## src/rtl/instruction_decode_control.sv

```systemverilog
// Decode-side controller for the program-memory fetch stage.
// Detects jumps, load-use hazards, multi-cycle multiplies and HALT, steers
// the fetch stage (redirect / hold), and issues accepted instructions into
// a registered decode/execute slot.
//
// state       | meaning
// ------------+-----------------------------------------------------------
// ST_BOOT     | first cycle after reset; ins ignored, bubble issued
// ST_RUN      | normal decode of the present ins
// ST_MUL_WAIT | multiply still occupying execute; mcnt counts down to 0
// ST_HALTED   | stopped by HALT; sticky until reset
module instruction_decode_control #(
  parameter int unsigned MUL_LAT = 3
) (
  input  logic        clk,
  input  logic        reset,
  input  logic [31:0] ins,
  input  logic [15:0] current_address,
  output logic        pc_mux_sel,
  output logic [15:0] jmp_loc,
  output logic        stall,
  output logic        stall_pm,
  output logic        ex_valid,
  output logic [31:0] ex_ins,
  output logic [15:0] ex_pc,
  output logic        halted
);

  // Opcodes not listed here (including 000000) decode as ALU.
  localparam logic [5:0] OP_LW   = 6'b100011;
  localparam logic [5:0] OP_MUL  = 6'b011000;
  localparam logic [5:0] OP_JMP  = 6'b000010;
  localparam logic [5:0] OP_HALT = 6'b111111;

  // Cycles the multiply still holds execute after the cycle it issues in.
  localparam logic [3:0] MCNT_LOAD = 4'(MUL_LAT - 1);

  typedef enum logic [1:0] {
    ST_BOOT,
    ST_RUN,
    ST_MUL_WAIT,
    ST_HALTED
  } state_t;

  state_t      state_q, state_d;
  logic [3:0]  mcnt_q, mcnt_d;
  logic [15:0] pc_q, pc_d;
  logic        ex_valid_q, ex_valid_d;
  logic [31:0] ex_ins_q, ex_ins_d;
  logic [15:0] ex_pc_q, ex_pc_d;
  logic        halted_q, halted_d;

  logic        stall_c;
  logic        issue;

  // Present instruction fields.
  logic [5:0]  op;
  logic [4:0]  rs, rt;
  logic        is_lw, is_mul, is_jmp, is_halt;
  logic        reads_rs, reads_rt;

  assign op       = ins[31:26];
  assign rs       = ins[20:16];
  assign rt       = ins[15:11];
  assign is_lw    = (op == OP_LW);
  assign is_mul   = (op == OP_MUL);
  assign is_jmp   = (op == OP_JMP);
  assign is_halt  = (op == OP_HALT);
  assign reads_rs = !is_jmp && !is_halt;
  assign reads_rt = reads_rs && !is_lw;

  // Load in execute whose destination is not yet available to decode.
  // rd = 0 is excluded here, so register 0 can never match below.
  logic [4:0]  ex_rd;
  logic        ex_is_load;
  logic        load_use;

  assign ex_rd      = ex_ins_q[25:21];
  assign ex_is_load = ex_valid_q && (ex_ins_q[31:26] == OP_LW) && (ex_rd != 5'd0);
  assign load_use   = ex_is_load &&
                      ((reads_rs && (rs == ex_rd)) || (reads_rt && (rt == ex_rd)));

  // Next-state decision and combinational fetch controls.
  always_comb begin
    state_d    = state_q;
    mcnt_d     = mcnt_q;
    halted_d   = halted_q;
    stall_c    = 1'b0;
    pc_mux_sel = 1'b0;
    jmp_loc    = 16'h0000;
    issue      = 1'b0;

    case (state_q)
      ST_BOOT: begin
        state_d = ST_RUN;
      end

      ST_RUN: begin
        if (is_halt) begin
          state_d  = ST_HALTED;
          halted_d = 1'b1;
        end else if (load_use) begin
          stall_c = 1'b1;
        end else if (is_jmp) begin
          // Redirect is seen by fetch this cycle, so nothing needs squashing.
          pc_mux_sel = 1'b1;
          jmp_loc    = ins[15:0];
        end else if (is_mul) begin
          issue = 1'b1;
          if (MUL_LAT > 1) begin
            mcnt_d  = MCNT_LOAD;
            state_d = ST_MUL_WAIT;
          end
        end else begin
          issue = 1'b1;
        end
      end

      ST_MUL_WAIT: begin
        stall_c = 1'b1;
        if (mcnt_q <= 4'd1) begin
          mcnt_d  = 4'd0;
          state_d = ST_RUN;
        end else begin
          mcnt_d = mcnt_q - 4'd1;
        end
      end

      ST_HALTED: begin
        stall_c  = 1'b1;
        halted_d = 1'b1;
      end

      default: begin
        state_d = ST_BOOT;
      end
    endcase
  end

  // Issue slot contents and instruction-address tracking.
  always_comb begin
    ex_valid_d = issue;
    ex_ins_d   = issue ? ins : 32'h0000_0000;
    ex_pc_d    = issue ? pc_q : 16'h0000;
    pc_d       = stall_c ? pc_q : current_address;
  end

  // State register with synchronous reset.
  always_ff @(posedge clk) begin
    if (reset) begin
      state_q    <= ST_BOOT;
      mcnt_q     <= 4'd0;
      pc_q       <= 16'h0000;
      ex_valid_q <= 1'b0;
      ex_ins_q   <= 32'h0000_0000;
      ex_pc_q    <= 16'h0000;
      halted_q   <= 1'b0;
    end else begin
      state_q    <= state_d;
      mcnt_q     <= mcnt_d;
      pc_q       <= pc_d;
      ex_valid_q <= ex_valid_d;
      ex_ins_q   <= ex_ins_d;
      ex_pc_q    <= ex_pc_d;
      halted_q   <= halted_d;
    end
  end

  assign stall    = stall_c;
  assign stall_pm = stall_c;
  assign ex_valid = ex_valid_q;
  assign ex_ins   = ex_ins_q;
  assign ex_pc    = ex_pc_q;
  assign halted   = halted_q;

endmodule

```

## config.mk

```make
export PLATFORM = sky130hd
export DESIGN_NAME = instruction_decode_control
export DESIGN_NICKNAME = d
export VERILOG_FILES = /design/src/rtl/instruction_decode_control.sv
export SDC_FILE = /design/constraint.sdc
export NUM_CORES = 1
export LEC_CHECK = 0
export CORE_ASPECT_RATIO = 0.9
export CORE_MARGIN = 4
export CORE_UTILIZATION = 55
export DETAILED_ROUTE_END_ITERATION = 8
export DONT_BUFFER_PORTS = 1
export HOLD_SLACK_MARGIN = 0.06
export PLACE_DENSITY = 0.72
export SETUP_SLACK_MARGIN = 0.4
export SLEW_MARGIN = 20
export SYNTH_ARGS = -nofsm -noshare
export SYNTH_HDL_FRONTEND = slang
export SYNTH_SLANG_ARGS = --single-unit
```

## constraint.sdc

```tcl
create_clock -name clk -period 7 [get_ports clk]
set_clock_uncertainty 0.1 [all_clocks]
set_input_delay 1.4 -clock clk [delete_from_list [all_inputs] [get_ports clk]]
set_output_delay 1.4 -clock clk [all_outputs]
set_load 0.01 [all_outputs]
```

After elaboration in Yosys (flattened, before gate mapping)
Index checks and enable logic that the tools add are counted.
{ "classes": {"n_lt_le_gt_ge": 1, "bitwise": 1, "add_sub_neg": 1, "reduce_logical": 21, "n_eq_ne": 19, "mux": 29} }
{ "ops": {"columns": ["op", "count"], "rows": [
  ["16-bit two-way mux", 4],
  ["4-bit two-way mux", 5],
  ["6-bit equality test (second input constant)", 3],
  ["2-bit inequality test (second input constant)", 6],
  ["1-bit two-way mux", 11],
  ["5-bit equality test", 2],
  ["2-bit two-way mux", 5],
  ["5-bit AND reduction", 2],
  ["3-bit inequality test (second input constant)", 3],
  ["4-bit case mux with 2 select lines", 1],
  ["1-bit logical AND", 7],
  ["6-bit by 2-bit equality test with 1-bit output (second input constant)", 1],
  ["6-bit by 5-bit equality test with 1-bit output (second input constant)", 1],
  ["2-bit case mux with 3 select lines", 1],
  ["5-bit nonzero test", 1],
  ["2-bit equality test (second input constant)", 2],
  ["4-bit by 1-bit <= comparator with 1-bit output (second input constant)", 1],
  ["1-bit case mux with 2 select lines", 2],
  ["2-bit nonzero test", 2],
  ["2-bit OR reduction", 2],
  ["4-bit by 1-bit subtractor with 4-bit output (second input constant)", 1],
  ["1-bit logical NOT", 3],
  ["3-bit nonzero test", 1],
  ["2-bit by 1-bit equality test with 1-bit output (second input constant)", 1],
  ["other kinds (4)", 4]
]} }
{ "word_totals": {"reg_bits": 72, "wordCells": 79, "output_inout_bits": 69, "in_bits": 50} }

Longest topological paths before layout
{ "logic_depth": {"depth_word": 12, "mapped_depth": 8} }

Least setup slack after synthesis
No wires, ideal clock.
{ "synth_path": {"kind": "in2out", "start": "in ins[28]", "end": "out stall_pm", "n_path_buf": 2, "stages": 8, "path_slack_ns": 2.656, "arrival_ns": 2.844, "path_cell_list": "nor3_1 > nand2_1 > o211ai_1 > a211oi_4 > a21oi_4 > buf_6 > inv_1 > buf_4"} }
{ "synth_via": {"elab_chain_len": 10, "word_cells_on_any_way": 15, "cone_classes": "eq/ne: 3; mux: 3; reduce/logical: 9"} }
{ "synth_rtl": {"columns": ["item", "line_no", "source"], "rows": [
  ["from (decl)", "17", "input logic [31:0] ins,"],
  ["6-bit by 2-bit equality test with 1-bit output or 6-bit equality test (tied branches)", "67, 68", null],
  ["1-bit logical NOT", "69", "assign reads_rs = !is_jmp && !is_halt;"],
  ["1-bit logical AND", "69", null],
  ["1-bit logical AND", "70", "assign reads_rt = reads_rs && !is_lw;"],
  ["1-bit logical AND", "81", "((reads_rs && (rs == ex_rd)) || (reads_rt && (rt == ex_rd)));"],
  ["1-bit logical OR", "81", null],
  ["1-bit logical AND", "80", "assign load_use = ex_is_load &&"],
  ["1-bit two-way mux", "102", "end else if (load_use) begin"],
  ["1-bit two-way mux (*)", "99", "if (is_halt) begin"],
  ["1-bit case mux with 2 select lines (*)", "93", "case (state_q)"],
  ["to (decl)", "22", "output logic stall_pm,"]
]} }
Every way passes the cells marked *; elsewhere a longest branch is shown, timed or not.

Worst setup path after layout
{ "layout_path": {"start": "in ins[31]", "end": "out stall"} }
{ "layout_via": {"elab_chain_len": 10, "word_cells_on_any_way": 15, "cone_classes": "eq/ne: 3; mux: 3; reduce/logical: 9"} }
{ "layout_rtl": {"columns": ["item", "line_no", "source"], "rows": [
  ["6-bit by 2-bit equality test with 1-bit output or 6-bit equality test (tied branches)", "67, 68", null],
  ["1-bit logical NOT", "69", null],
  ["1-bit logical AND", "69", null],
  ["1-bit logical AND", "70", null],
  ["1-bit logical AND", "81", null],
  ["1-bit logical OR", "81", null],
  ["1-bit logical AND", "80", null],
  ["1-bit two-way mux", "102", null],
  ["1-bit two-way mux (*)", "99", null],
  ["1-bit case mux with 2 select lines (*)", "93", null],
  ["to (decl)", "21", "output logic stall,"]
]} }
Marked as above.

==> impl_summary.log <==
[metrics] slowest cell delay on critical path: 610 ps
[metrics] cell-internal power: about 650 uW
[metrics] Die Outline Area: 0.00599 mm^2
[metrics] warnings from Yosys: 0
[metrics] Synth Area in Simple Gates: between 20% and 30%
[metrics] maximum number of pins on one net before global-route repair: 36
[metrics] family with the most delay on the worst path: compound AO/OA/AOI/OAI gates
[metrics] detailed-route vias per instance: 5.11
[metrics] sort of element at the end of the critical path: output pin
[metrics] cts hold-fix bufs: 0
[metrics] portion of total power attributed to combinational logic: 4.0%
[metrics] Post-CTS Setup Bufs: 0
[metrics] number of different library cells in the post-synthesis netlist: 33
[metrics] Setup Total Neg Slack: 0 ps
[metrics] first-pass GRT wire length: 7840 um
[metrics] mux contribution to synthesized area: between 6 and 7%
[metrics] Compound-Gate Fraction of Synth Area: ~4.8%
[metrics] number of antenna diodes: 0
[metrics] overflow left after global routing: 0
[metrics] level count of the clock H-tree: 3
[metrics] setup slack of the worst register-to-register path: around 4300 ps
[metrics] Buffers & Inverters on Critical Path: 1
[metrics] port buffer count: 0
[metrics] clock tree buffer depth: 2
[metrics] largest driver fanout on the critical path: 17
[metrics] I/O pins: between 100 and 150
[metrics] layout-stage area growth over the synthesis result: 9.11%
[metrics] initial antenna violation count: 0
[metrics] kind of launch point of the worst setup path: input port
[metrics] end of the critical path: stall
[metrics] post-placement cell area: approximately 0.0027 mm^2
[metrics] final-report hold violation count: 0
[metrics] remaining routing DRC violations: 0
[metrics] first-pass iteration count of the detailed router: 4
[metrics] Slew headroom: ~42%
[metrics] total global-route track usage: between 10% and 20%
[metrics] clock network fraction of design power: a little over two fifths
[metrics] HP Class: flop to flop
[metrics] endpoint of the worst-slack reg-to-reg timing path: ex_ins[12]
[metrics] Worst Tran Pin Value: 862 ps
[metrics] CP max stage cell: sky130_fd_sc_hd__a21oi_4
[metrics] Final Wtd Congestion: between 0.7 and 0.8
[metrics] number of buffers created by CTS: 9
[metrics] Net Switching: ~170 uW
[metrics] switching part of the total power: between 20% and 30%
[metrics] iteration-0 DRC count of the detailed router: 67
[metrics] Core Rows: 23
[metrics] vertical die dimension: ~74 um
[metrics] data arrival time at the worst-slack endpoint: around 3100 ps
[metrics] # nets final: 318
[metrics] adder-cell area share of the yosys netlist: less than 1%
[metrics] result of the run: completed
[metrics] number of flops mapped to enable cells by yosys: 0
[metrics] half-perimeter wire length of the detailed placement result: around 3800 um
[metrics] later-pin clock latency in the skew report: about 330 ps
[metrics] setup violation total in the final timing report: 0
[metrics] share of the yosys chip area belonging to registers: 54.4%
[metrics] clk slew on worst S/H paths: 70 ps
[metrics] combined area of all synthesized cells: roughly 0.0027 mm^2
[metrics] library cell used as clock root buffer: sky130_fd_sc_hd__clkbuf_8
[metrics] minimum clock period: 4580 ps
[metrics] share of the core filled with cells: between 60% and 70%
[metrics] number of global-route vias before repair: 1580
[metrics] maximum clock frequency: around 220 MHz
[metrics] Post-Route WL: about 5000 um
[metrics] Worst Setup Path Type: input port to output pin
[metrics] Synth Net Count: approximately 320
[metrics] share of the synthesized netlist area taken by xor and xnor gates: between 3 and 4%
[metrics] total of flip-flops plus latches after synthesis: just over 70
[metrics] filler instances: between 300 and 400
[metrics] final instance area: slightly below 0.003 mm^2
[metrics] Setup crit start: ins[31]
[metrics] largest family of logic cells by synthesized area: simple AND/OR/NAND/NOR gates
[metrics] ANT nets after route: 0
[metrics] unrepaired setup endpoints after global routing: no
[metrics] mean routed wirelength per cell: 15.3 um
[metrics] critical path, cell by cell: nand2_1 > nor3_1 > a31o_2 > a211oi_4 > a21oi_4 > inv_1
[metrics] Static Leak: about 1.3 nW
[metrics] CTS tree: built
[metrics] post_cts resized: 0
[metrics] total power per unit cell area: between 200 and 300 mW/mm^2
[metrics] width of the die: slightly above 80 um
[metrics] Core ar.: 0.00455 mm^2
[metrics] final number of max-transition violations: 0
[metrics] part of the power in registers: between 50 and 60%
[metrics] count of cells along the worst register-to-register path: 6
[metrics] ratio of cells with drive above 1 in the final layout: ~8.2%
[metrics] Critical R2R Launch: ex_ins[22]
[metrics] stages on the worst setup path: 6
[metrics] max cap viols: 0
[metrics] syn avg cell area: between 10 and 15 um^2
[metrics] maximum ir drop on the vdd rail: between 0.15 and 0.2 mV
[metrics] post-placement worst setup slack: approximately 2400 ps
[metrics] Sinks on Clock Net: just over 70
[metrics] most used flip-flop cell after synthesis: sky130_fd_sc_hd__dfxtp_1
[metrics] Post-Syn Instances: around 260
[metrics] fin worst setup slack: ~2400 ps
[metrics] fraction of the cycle the final worst path needs: 65.4%
[metrics] Starting Density: between 50% and 60%
[metrics] area taken by multi-input logic gates: 0.00113 mm^2
[metrics] Reg area: 0.00144 mm^2
[metrics] total number of vias: about 1700
[metrics] asr flop ratio synth: 0%
[metrics] required arrival time at the worst endpoint: roughly 5500 ps
-- cells in the final DEF (no fill, tap or decap), types with 3 or more instances in the layout --
master	synthesis	routed
sky130_fd_sc_hd__or4_1	3	3
sky130_fd_sc_hd__nor2b_1	3	3
sky130_fd_sc_hd__nor2_1	6	6
sky130_fd_sc_hd__dfxtp_1	72	72
sky130_fd_sc_hd__mux2i_1	16	16
sky130_fd_sc_hd__nand2_1	40	40
sky130_fd_sc_hd__xor2_1	8	8
sky130_fd_sc_hd__nand2b_1	3	3
sky130_fd_sc_hd__clkbuf_8	0	10
sky130_fd_sc_hd__inv_1	4	4
sky130_fd_sc_hd__a21oi_1	3	3
sky130_fd_sc_hd__and2_1	64	64
sky130_fd_sc_hd__o21ai_0	4	4
sky130_fd_sc_hd__nor3_1	5	5
-- power by group through the flow --
stage	combinational, mW	sequential, mW	clock (mW)
after CTS	0.0331	0.441	0.350
final	0.0325	0.441	0.341
after detailed placement	0.0329	0.451	0
after global placement	0.0324	0.450	0
after global routing	0.0377	0.443	0.373
after floorplan	0.0287	0.447	0
-- metal layers --
layer  vias to the layer above  part of all wire, %  track usage (%)
met3                         6                   11             10.8
met4                         0                 0.95             6.19
met2                        68                   45             26.3
li1                        856                    -                -
met1                       761                   43             21.4
met5                         -                    0                0
-- cells by family after synthesis --
| logic type | after synthesis |
|---|---|
| xor+xnor | 10 |
| flops | 72 |
| simple gates | 132 |
| buf+inv | 16 |
| compound gates | 16 |
| fa+ha+maj | 2 |
| mux | 16 |
-- metrics by stage --
stage	hold WS [ps]	cells	power [mW]
floorplan	330	264	0.476
global placement	338	317	0.483
detailed placement	339	317	0.484
CTS	353	331	0.825
global route	372	331	0.853
finish	352	331	0.814
-- cell type report --
class                           instances  area share (%)
Tap cell                               62            2.68
Inverter                                5           0.649
Clock buffer                           10            4.76
Sequential cell                        72            49.8
Multi-Input combinational cell        176            39.1
Clock inverter                          4            2.42
Timing Repair Buffer                    2           0.519
-- sequential cells by signal, summed over array words and instances (netlist names) --
register / count
ex_ins: 32
ex_pc: 16
ex_valid: 1
halted: 1
mcnt_q: 4
pc_q: 16
state_q: 2
-- cell usage after synthesis (3+ instances only) --
master | count | area, um^2
sky130_fd_sc_hd__nor2_1 | 6 | 22.5
sky130_fd_sc_hd__xor2_1 | 8 | 70.1
sky130_fd_sc_hd__nand2b_1 | 3 | 18.8
sky130_fd_sc_hd__o21ai_0 | 4 | 20.0
sky130_fd_sc_hd__mux2i_1 | 16 | 160
sky130_fd_sc_hd__and2_1 | 64 | 400
sky130_fd_sc_hd__nor2b_1 | 3 | 18.8
sky130_fd_sc_hd__nand2_1 | 40 | 150
sky130_fd_sc_hd__or4_1 | 3 | 22.5
sky130_fd_sc_hd__clkbuf_1 | 6 | 22.5
sky130_fd_sc_hd__inv_1 | 4 | 15.0
sky130_fd_sc_hd__dfxtp_1 | 72 | 1440
sky130_fd_sc_hd__a21oi_1 | 3 | 15.0
sky130_fd_sc_hd__nor3_1 | 5 | 25.0
-- how the worst min path moves through the flow --
| stage | from | to | slack, ps | cells past startpoint |
|---|---|---|---|---|
| floorplan | pc_q[0] | ex_pc[0] | 330 | 1 |
| finish | pc_q[3] | ex_pc[3] | 350 | 1 |
| detailed placement | pc_q[0] | ex_pc[0] | 340 | 1 |
| CTS | pc_q[8] | pc_q[8] | 350 | 2 |
| global placement | pc_q[6] | pc_q[6] | 340 | 2 |
| global route | pc_q[3] | ex_pc[3] | 370 | 1 |
Note: power is estimated with default switching activity, not from simulation.
